### src/rtl/fsm_input_conditioner.sv
// Input front end for the gated FSM counter: synchronises and debounces the raw
// board inputs, turns each debounced button press into a one-cycle step pulse.

module fsm_input_conditioner_debounce #(
    parameter int             W               = 1,
    parameter int             DEBOUNCE_CYCLES = 4,
    parameter logic [W-1:0]   IDLE            = '0
) (
    input  logic         i_clk,
    input  logic         i_reset,
    input  logic [W-1:0] i_raw,
    output logic [W-1:0] o_stable
);
    localparam int             CW   = $clog2(DEBOUNCE_CYCLES + 1);
    localparam logic [CW-1:0]  TERM = CW'(DEBOUNCE_CYCLES - 1);

    logic [W-1:0]  r_sync1;
    logic [W-1:0]  r_sync2;
    logic [W-1:0]  r_stable;
    logic [CW-1:0] r_cnt;

    // r_sync1 holds the value r_sync2 takes next, so a mismatch means the
    // candidate is changing and the count restarts. The word is compared as
    // a whole, so a skewed multi-bit change never commits a half-updated code.
    always_ff @(posedge i_clk) begin
        if (i_reset) begin
            r_sync1  <= IDLE;
            r_sync2  <= IDLE;
            r_stable <= IDLE;
            r_cnt    <= '0;
        end else begin
            r_sync1 <= i_raw;
            r_sync2 <= r_sync1;
            if ((r_sync2 == r_stable) || (r_sync2 != r_sync1)) begin
                r_cnt <= '0;
            end else if (r_cnt == TERM) begin
                r_stable <= r_sync2;
                r_cnt    <= '0;
            end else begin
                r_cnt <= r_cnt + 1'b1;
            end
        end
    end

    assign o_stable = r_stable;
endmodule

module fsm_input_conditioner #(
    parameter int DEBOUNCE_CYCLES = 4
) (
    input  logic       clk_1hz,
    input  logic       reset,
    input  logic       mode_switch_raw,
    input  logic       step_button_raw,
    input  logic [1:0] fsm_input_x_raw,
    output logic [1:0] fsm_input_x,
    output logic       run_mode,
    output logic       step_pulse,
    output logic       fsm_enable
);
    logic       w_mode_stable;
    logic       w_step_stable;
    logic [1:0] w_x_stable;
    logic       r_step_prev;
    logic       r_step_pulse;

    fsm_input_conditioner_debounce #(
        .W(1), .DEBOUNCE_CYCLES(DEBOUNCE_CYCLES), .IDLE(1'b1)
    ) u_mode_db (
        .i_clk    (clk_1hz),
        .i_reset  (reset),
        .i_raw    (mode_switch_raw),
        .o_stable (w_mode_stable)
    );

    fsm_input_conditioner_debounce #(
        .W(1), .DEBOUNCE_CYCLES(DEBOUNCE_CYCLES), .IDLE(1'b1)
    ) u_step_db (
        .i_clk    (clk_1hz),
        .i_reset  (reset),
        .i_raw    (step_button_raw),
        .o_stable (w_step_stable)
    );

    fsm_input_conditioner_debounce #(
        .W(2), .DEBOUNCE_CYCLES(DEBOUNCE_CYCLES), .IDLE(2'b00)
    ) u_x_db (
        .i_clk    (clk_1hz),
        .i_reset  (reset),
        .i_raw    (fsm_input_x_raw),
        .o_stable (w_x_stable)
    );

    // Button is active-low: a press is the debounced level falling 1->0.
    // Prev resets to released so a button held through reset yields a fresh press.
    always_ff @(posedge clk_1hz) begin
        if (reset) begin
            r_step_prev  <= 1'b1;
            r_step_pulse <= 1'b0;
        end else begin
            r_step_prev  <= w_step_stable;
            r_step_pulse <= r_step_prev & ~w_step_stable;
        end
    end

    assign fsm_input_x = w_x_stable;
    assign run_mode    = w_mode_stable;
    assign step_pulse  = r_step_pulse;
    assign fsm_enable  = w_mode_stable | r_step_pulse;
endmodule

### config.mk
export PLATFORM = sky130hd
export DESIGN_NAME = fsm_input_conditioner
export DESIGN_NICKNAME = d
export VERILOG_FILES = /design/src/rtl/fsm_input_conditioner.sv
export SDC_FILE = /design/constraint.sdc
export NUM_CORES = 1
export LEC_CHECK = 0
export ABC_CLOCK_PERIOD_IN_PS = 2000
export CAP_MARGIN = 10
export CORE_MARGIN = 8
export CORE_UTILIZATION = 50
export CTS_BUF_LIST = sky130_fd_sc_hd__clkbuf_8
export CTS_CLUSTER_SIZE = 16
export DETAILED_ROUTE_END_ITERATION = 8
export GPL_ROUTABILITY_DRIVEN = 0
export PLACE_DENSITY = 0.69
export RECOVER_POWER = 50
export SLEW_MARGIN = 20
export SYNTH_ARGS = -nofsm -noshare
export SYNTH_HDL_FRONTEND = slang
export SYNTH_SLANG_ARGS = --single-unit
### constraint.sdc
create_clock -name clk_1hz -period 2 [get_ports clk_1hz]
set_clock_uncertainty 0.15 [all_clocks]
set_input_delay 0.4 -clock clk_1hz [delete_from_list [all_inputs] [get_ports clk_1hz]]
set_output_delay 0.4 -clock clk_1hz [all_outputs]
set_load 0.02 [all_outputs]
-- Word level (Yosys, flattened, before mapping)
Cells that the tools add are included.
- flip-flop bits (word level): 23
- bits of input ports: 6
- output and inout port bits: 5
- logic and storage cells: 41
- add/sub/neg operators: 3
- equal/unequal tests: 9
- bitwise operators: 6
- reductions and logical operators: 9
- operators with widths (cell ; count):
    3-bit by 1-bit adder with 3-bit output, second input constant ; 3
    3-bit by 2-bit equality test with 1-bit output, second input constant ; 3
    3-bit OR reduction ; 3
    2-bit AND reduction ; 3
    1-bit inverter ; 4
    1-bit logical OR ; 3
    1-bit equality test ; 2
    2-bit equality test ; 1
    1-bit != test ; 2
    2-bit != test ; 1
    1-bit bitwise AND ; 1
    1-bit OR ; 1

-- Logic depth before layout (Yosys ltp)
Gate-level depths: netlist of the first run.
- depth in word-level cells: 4
- mapped depth: 5
- gate-level depth less buffers: 5

-- By module
From an unflattened synthesis of the first run, not the netlist that was laid out.
- cell total of the unflattened synthesis: 84
- area, all modules: 910.9 um^2
- by module, submodules not included (module ; times used ; cells each ; area an instance (um^2) ; sequential area each (um^2)):
    fsm_input_conditioner_debounce at u_mode_db ... ; 2 ; 21 ; 234.0 ; 120.1
    fsm_input_conditioner_debounce at u_x_db ; 1 ; 37 ; 382.9 ; 180.2
    fsm_input_conditioner ; 1 ; 5 ; 60.1 ; 40.0

-- Least setup slack after synthesis of the first run
Ideal clock, no wire load.
- path kind: register to register
- start point: register u_x_db.r_cnt[0]
- end point: register u_x_db.r_stable[0] (netlist: u_x_db.o_stable[0])
- setup time: 149 ps
- arrival time: 1099 ps
- data required time: 1701 ps
- slack: 602 ps
- cell stages (with the launch flop): 6
- path buffers: 0
- cells stage by stage: dfxtp_1 -> ha_1 -> ha_1 -> inv_1 -> o311ai_0 -> o311ai_0
- cells in the longest elaborated chain, start to end: 2
- ends and longest elaborated chain (item ; RTL line ; RTL):
    start, declared ; 20 ; logic [CW-1:0] r_cnt;
    start signal, assigned ; 40 ; r_cnt <= r_cnt + 1'b1;
    3-bit by 2-bit equality test with 1-bit output ; 36 ; end else if (r_cnt == TERM) begin
    2-bit AND reduction (no source line) ; -- ;
    end signal, assigned ; 37 ; r_stable <= r_sync2;
    end, declared ; 19 ; logic [W-1:0] r_stable;
Every way passes these cells.
A chain may end at the register's enable or synchronous reset.

-- Worst setup path after layout of the first run
- start point: register u_x_db.r_stable[1] (netlist: u_x_db.o_stable[1])
- end point: output port fsm_input_x[1]
- RTL lines (item ; RTL line ; RTL):
    end, declared ; 56 ; output logic [1:0] fsm_input_x,
No word-level cell between the ends.

==> run summary, run 1 <==
The tools report the final cell count without fillers as 120. With fillers left out, the area of the finished cells amounts to 0.00105 mm². The clock network accounts for 34.2% of the total power.

Summed over all nets, the switching power comes to 153 µW. The root buffer selected by CTS is sky130_fd_sc_hd__clkbuf_8. For this configuration, the core starts out at a cell density of 52.2%. The tools report the least setup slack across all paths after layout as 0.151 ns. The count of endpoints failing hold in the final timing report came out at 0. Yosys mapped the design onto 19 distinct sky130hd cell types. The via density per instance was 5.25. For the instance area after placement, the log shows 0.00101 mm². The number of setup buffers added after CTS was 0. Broken down by cell family, the worst path's largest delay share belongs to buffers and inverters. STA classifies the critical path startpoint as a register.

The signed area change from the synthesized netlist to the final layout was 19.6%; the mux cell area share after synthesis was 0%. Summing every instance area after synthesis gives 882 µm². Minimum clock period after layout: 1.85 ns. In this run the tightest slew margin relative to its limit is 72.0%. The via count of the first global-routing pass is 624, and the maximum number of buffers from clock root to sink is 2.

The synthesis-stage register bit count was 23; the core area was 0.00169 mm². The wire length per cell after detailed routing came out at 12.2 µm. For the final routed database, the setup TNS stands at 0 ns. The number of buffer and inverter stages on the critical path was 1. X dimension of the die: 58 µm. Traced cell by cell, the critical path runs through clkdlybuf4s50_1. The logs give 1.30 ns for the critical path arrival and 0.541 GHz for the maximum frequency from static timing analysis. The part of the Yosys area used for sequential elements is 52.2%. The routed design has 1460 µm of wire. After Yosys synthesis, and, or, nand and nor cells account for 21.3% of the synthesized area.

VDD sags by at most 0.435 mV. Entering global routing, the biggest net connects 13 pins. The tightest hold path in the finished design has a slack of 0.270 ns. The count of nets left with antenna violations once routing finished came out at 0. From bottom edge to top edge, the die measures 58 µm. At the worst endpoint, the required time is 1.45 ns.

11 I/O pins were placed. Synthesis produced 88 cells. The number of inserted filler cells in the final layout was 162. After the first detailed-routing iteration, the DRC count stood at 10. The synthesized netlist devotes 9.36% of its cell area to compound gates. Setup violations remaining at the end of the flow were counted as 0. Once layout is complete, the utilization of the core stands at 62.4%. The Yosys step of the flow raised 0 warnings.

The path class of the tightest hold or removal check is register to register. Dividing the synthesized area by the synthesized cell count gives 10.0 µm². For the reported leakage power, the log shows 0.423 nW. The run gives 0 as the number of antenna repair diodes.

Buffers placed on the I/O ports in this run total 10. Standard cell with the maximum stage delay on the critical path: sky130_fd_sc_hd__clkdlybuf4s50_1. Count of pins over their slew limit: 0. The worst setup path is of the register to output pin kind.

The total overflow left after global routing is 0. The actual slew at the worst max-slew pin is 0.420 ns, and the clock sink total is 23. Internal power comes to 622 µW. The logs give 15 for the row count and 61.3% for the share of total power in sequential cells. Net switching is 19.7% of the power. After legalization and detailed placement, the total HPWL measured 1020 µm. For the wire length of the first global-routing pass, the log shows 2480 µm. For this run, the detailed router's first-pass iteration total came to 6. The worst setup slack after placement is 0.288 ns, and the number of placed instances, taps included is 116.

Dividing total power by cell area gives a power density of 735 mW/mm². The category of the worst setup path capture point was an output pin. The synthesized-area fraction occupied by adder cells came out at 8.51%. The count of H-tree levels built during CTS is 1, and the critical-path maximum fanout is 4. The flow ran to the end, and the final reports show no timing, DRC or antenna violations. The number of antenna violations at the first check in global routing was 0; the proportion of layout cells with a drive suffix above 1 was 9.71%. For this run, the post-layout net count is 116. TritonCTS built the clock tree. The later pin in the worst-skew pair is clocked with a latency of 0.25 ns.

For the DRC violation count after routing, the log shows 0. The total number of vias is 630. The number of buffers added by the clock tree synthesis step is 3.

The post-route total power is 775 µW. After Yosys synthesis, XOR and XNOR cells account for 3.97% of the synthesized area. The run gives 4.4% as the part of the total power dissipated in combinational logic. For the total nets after synthesis, the log shows 100.

The clock slew seen by the registers of the worst setup and hold paths is 0.07 ns, and the max-cap violation count is 0. The global routing usage summed across all routing layers is 9.45%, and the delay contributed by the slowest stage of the critical path is 0.64 ns. Setup repair after global routing left no endpoint under its margin.

By area, the combinational part of the netlist is dominated by simple AND/OR/NAND/NOR gates. The floorplan die area is 0.00336 mm², and the final cycle utilization of the critical path is 92.4%.
==> flip-flops by register name, indices dropped and copies added, names as in the netlist <==
register            count
u_step_db.o_stable      1
u_step_db.r_cnt         3
u_mode_db.r_sync2       1
u_x_db.r_sync2          2
u_mode_db.r_cnt         3
u_x_db.o_stable         2
u_mode_db.o_stable      1
u_x_db.r_cnt            3
u_step_db.r_sync2       1
u_mode_db.r_sync1       1
step_pulse              1
u_x_db.r_sync1          2
u_step_db.r_sync1       1
r_step_prev             1
==> synth_stat cells (all sizes together) <==
| cell | count | share of area, % |
|---|---|---|
| dfxtp | 23 | 52 |
| ha | 6 | 8.5 |
| or2 | 6 | 4.3 |
| xor2 | 2 | 2.0 |
| o211ai | 1 | 0.85 |
| nor4b | 1 | 1.7 |
| a21oi | 4 | 2.3 |
| nor2 | 9 | 3.8 |
| nand2b | 2 | 1.4 |
| nor4 | 2 | 1.4 |
| inv | 10 | 4.3 |
| and3b | 2 | 2.0 |
| o311ai | 4 | 4.0 |
| nand4 | 2 | 1.4 |
| nor2b | 5 | 3.5 |
| clkbuf | 1 | 0.43 |
| xnor2 | 2 | 2.0 |
| o21ai | 4 | 2.3 |
| nor3b | 2 | 1.7 |
==> power groups by stage <==
stage	Sequential (mW)	Combinational [mW]	Clock, mW
after global placement	0.485	0.0353	0
after global routing	0.476	0.0374	0.295
after floorplan	0.484	0.0183	0
after detailed placement	0.486	0.0358	0
final	0.475	0.0342	0.265
after CTS	0.475	0.0364	0.280
==> final timing paths <==
kind / depth (start not counted) / slack [ns] / to / startpoint
hold / removal: 1 / 0.27 / u_step_db.r_cnt[0] / u_step_db.r_cnt[0]
setup / recovery: 1 / 0.15 / fsm_input_x[1] / u_x_db.o_stable[1]
hold reg to reg: 1 / 0.27 / u_step_db.r_cnt[0] / u_step_db.r_cnt[0]
setup reg to reg: 5 / 0.46 / u_x_db.o_stable[0] / u_x_db.r_cnt[0]
==> area by class of cell <==
type	count	area (µm²)	area share, %
clock buffers	3	41.3	3.91
clock inverters	1	3.75	0.356
inverters	10	37.5	3.56
multi-input cells	54	380	36.1
flip-flops and latches	23	460	43.7
well taps	17	21.3	2.02
repair buffers	12	110	10.4
==> repair_timing <==
| action | CTS | global route |
|---|---|---|
| gates resized for setup | 0 | 1 |
| endpoints found under the setup margin | 0 | 1 |
| hold buffers | 0 | 0 |
==> worst register-to-register path, cell delays in order, from the launching register on <==
cell,delay (ns)
sky130_fd_sc_hd__dfxtp_1,0.34
sky130_fd_sc_hd__ha_1,0.14
sky130_fd_sc_hd__ha_1,0.23
sky130_fd_sc_hd__inv_1,0.09
sky130_fd_sc_hd__o311ai_0,0.27
sky130_fd_sc_hd__o311ai_0,0.19
==> kinds of logic after synthesis <==
group | after synthesis
buffers and inverters | 11
XOR/XNOR | 4
flip-flops | 23
AO/OA/AOI/OAI | 13
adder cells (fa/ha/maj) | 6
AND/OR/NAND/NOR | 31
==> layout by cell type, fill, tap and decap left out, drive strengths merged, types with 4 or more instances in the layout <==
cell type      instances
clkbuf                 5
or2                    6
o21ai                  4
clkdlybuf4s50          8
inv                   11
ha                     6
nor2b                  5
dfxtp                 23
nor2                   9
o311ai                 4
a21oi                  4
==> per-layer routing <==
layer | global-route usage [%] | wire, µm | up-vias
met1 | 9.78 | 685 | 288
met4 | 5.24 | 13 | 0
met2 | 16.1 | 684 | 14
met3 | 3.53 | 80 | 4
li1 | - | - | 324
met5 | 0 | 0 | -
No activity file was read; power rests on OpenSTA's default activity.
==> run 2, diff against run 1 <==
- ABC_AREA: unset -> 1
- RECOVER_POWER: 50 -> 25
==> run 2 against run 1 <==
Clock power grew 5%. Non-clock buffer count is 1 lower. Combinational power up 33%. Routed wire length is 3.8% lower. Global-route usage rose by 0.76 points. Worst hold slack better by 0.0032 ns. Final area is 2.8% higher. Area after synthesis increased by 3.4%.
==> run summary, run 2 <==
The run finished with clean final reports. For the iteration count of the initial detailed-routing pass, the log shows 4. The logs give 123 for the total nets after synthesis and 0.00345 mm² for the floorplan die area. The later pin in the worst-skew pair is clocked with a latency of 0.26 ns. The maximum VDD drop is 0.426 mV. The largest registers in the layout are u_mode_db.r_cnt: 3 flops, u_step_db.r_cnt: 3 flops, u_x_db.r_cnt: 3 flops. The maximum number of pins on one net before global-route repair is 14, and the number of buffers added on ports is 10.

Global routing used 14.8% of the available met2 tracks. The number of buffers added by the clock tree synthesis step was 3; the power density over the cells was 736 mW/mm². After the first detailed-routing iteration, the DRC count stood at 11. The logs give 0 for the number of antenna repair diodes and 1.27 ns for the critical path arrival. On the critical path, the stage with the largest delay is an instance of sky130_fd_sc_hd__clkdlybuf4s50_1. The clock passes through at most 2 buffers. The die is 58.7 µm wide. The logs give 0.486 nW for the reported leakage power and 0 for the count of pins over their slew limit. Top cell family by delay on the critical path: buffers and inverters. The minimum clock period after layout is 1.82 ns.

By startpoint and endpoint, the worst setup path is classified as register to output pin. The leading cell type in the layout, fill and taps excluded is sky130_fd_sc_hd__dfxtp_1. Number of buffer and inverter stages on the critical path: 1. Setup repair after global routing left no endpoint under its margin. The worst setup path is captured at an output pin. In this run the most used layer during global routing was met2.

The clock sink total is 23, and the count of hold buffers inserted by post-cts repair is 0. After synthesis, the mean cell area works out to 8.22 µm². Final number of setup-violating endpoints: 0.

For the final routed database, the setup TNS stands at 0 ns. The DRC violation count after routing came out at 0. The via count of the first global-routing pass was 615; the initial core utilization was 52.8%.

At the pin with the least slew margin, the transition time is 0.317 ns. After synthesis the netlist holds a flip-flop and latch count of 23. The most used flip-flop cell after synthesis is sky130_fd_sc_hd__dfxtp_1.

The run gives 912 µm² as the cell area after synthesis. Of the synthesized area, sequential elements account for 50.5%. The number of nets with antenna violations after routing was 0. Detailed placement ended at an HPWL of 1120 µm. At the worst endpoint, the required time is 1.45 ns. The count of endpoints failing hold in the final timing report was 0. Global routing finished with a remaining overflow of 0.

Dividing the detail-routed wire length by the instance count gives 9.38 µm. Yosys mapped a number of flops with a built-in enable equal to 0. The signal on the critical path passes through clkdlybuf4s50_1. sky130_fd_sc_hd__dfxtp_1 is the most common cell in the netlist. The global routing usage on met1 was 11.2%; the row count was 15. Of all cell types, the one taking the most synthesized area is sky130_fd_sc_hd__dfxtp_1. During I/O placement, the number of pins put on the boundary was 11. After synthesis, the cell types taking the most area are sky130_fd_sc_hd__dfxtp_1 50%, sky130_fd_sc_hd__inv_1 8.6%, sky130_fd_sc_hd__ha_1 8.2%. Of all flip-flops after synthesis, the portion carrying an async set or reset was 0%.

Measured against its own limit, the worst slew margin works out to 78.8%. Across all hold checks on the routed design, the worst slack comes to 0.273 ns. TritonCTS built the clock tree. After clock tree synthesis, the clock-pin slew on the worst setup and hold paths is 0.08 ns. Measured along the y axis, the die boundary spans 58.7 µm. For the wire length of the first global-routing pass, the log shows 2540 µm. The max-cap violation count is 0, and the post-synthesis cell count is 111. The count of H-tree levels built during CTS is 1, and the share of the synthesized area in the top cell type is 50.5%. Summing internal, switching and leakage power gives 799 µW. The core region is 0.00173 mm². For the routing usage on met3, the log shows 4.13%. Global routing used 10.2% of the available tracks across all layers. Launching element type of the critical path: a register. In this run the clock root is driven by a sky130_fd_sc_hd__clkbuf_8.

The delay contributed by the slowest stage of the critical path was 0.62 ns. From synthesis to final layout, the design area changed by 18.9%. For the number of antenna violations at the first check in global routing, the log shows 0.

Setup slack on the critical path of the routed design comes to 0.181 ns. Type of the tightest min-delay check: register to register. OpenSTA, run right after detailed placement, puts the worst setup slack at 0.251 ns. For this run, the post-layout net count is 138. For this block, the routed nets add up to 1410 µm of wire.

In this run, distinct cell masters in the synthesized netlist total 18. The placed instances occupy a cell area of 0.00104 mm². Leaving out fill and tap cells, the most frequent cells in the layout are 23 x sky130_fd_sc_hd__dfxtp_1, 21 x sky130_fd_sc_hd__inv_1, 19 x sky130_fd_sc_hd__nand2_1. Yosys printed 0 warnings. In the final layout, the share of cells above drive strength 1 is 11.2%. Via density per instance: 4.43. Summing all non-filler instances in the final layout gives an area of 0.00108 mm². The critical-path maximum fanout works out to 5. Total number of vias: 664. Dividing the final minimum period by the clock period gives 90.9%.

By count the netlist is led by 23 x sky130_fd_sc_hd__dfxtp_1, 21 x sky130_fd_sc_hd__inv_1, 19 x sky130_fd_sc_hd__nand2_1, 17 x sky130_fd_sc_hd__nor2_1, 6 x sky130_fd_sc_hd__ha_1. Derived from the worst setup path, the maximum achievable clock frequency is 0.550 GHz.
## run 2: logic make-up (layout without fill, tap and decap cells)
logic type	Yosys count	count (layout)	synth area share [%]
simple gates	52	52	26.3
buf+inv	24	38	10.3
flops	23	23	50.5
fa+ha+maj	6	6	8.23
compound gates	6	6	4.66
## run 2: final cells by class
cell class / count / area, µm²
multi-input combinational: 64 / 358
clock buffer: 3 / 41.3
inverter: 23 / 86.3
tap: 25 / 31.3
timing repair buffer: 11 / 103
sequential: 23 / 460
clock inverter: 1 / 5.00
fill: 162 / 642
## run 2: worst paths after layout
kind / startpoint / endpoint / slack, ns / depth (start not counted)
hold / removal: u_step_db.r_cnt[0] / u_step_db.r_cnt[0] / 0.27 / 1
hold reg to reg: u_step_db.r_cnt[0] / u_step_db.r_cnt[0] / 0.27 / 1
setup / recovery: u_mode_db.o_stable / run_mode / 0.18 / 1
setup reg to reg: u_x_db.r_cnt[0] / u_x_db.r_cnt[0] / 0.68 / 5
## run 2: power breakdown
part	switching, mW	internal (mW)	total [mW]
Clock	0.140	0.139	0.279
Combinational	0.0252	0.0202	0.0454
Sequential	0.00701	0.467	0.474
## run 2: per-layer routing
layer | up-vias | part of all wire (%)
met3 | 5 | 6.5
met4 | 0 | 3.6
met5 | - | 0
met2 | 13 | 45
met1 | 278 | 45
li1 | 368 | -
## run 2: metrics by stage
step | instances | util, %
6_report | 150 | 62.8
5_1_grt | 150 | 62.8
4_1_cts | 150 | 63.0
3_3_place_gp | 146 | 60.4
3_5_place_dp | 146 | 60.4
2_1_floorplan | 111 | -
## run 2: repair_timing
item / in CTS / in global routing
buffers inserted: 0 / 0
setup endpoints to repair: 1 / 0
gates resized for setup: 1 / 0
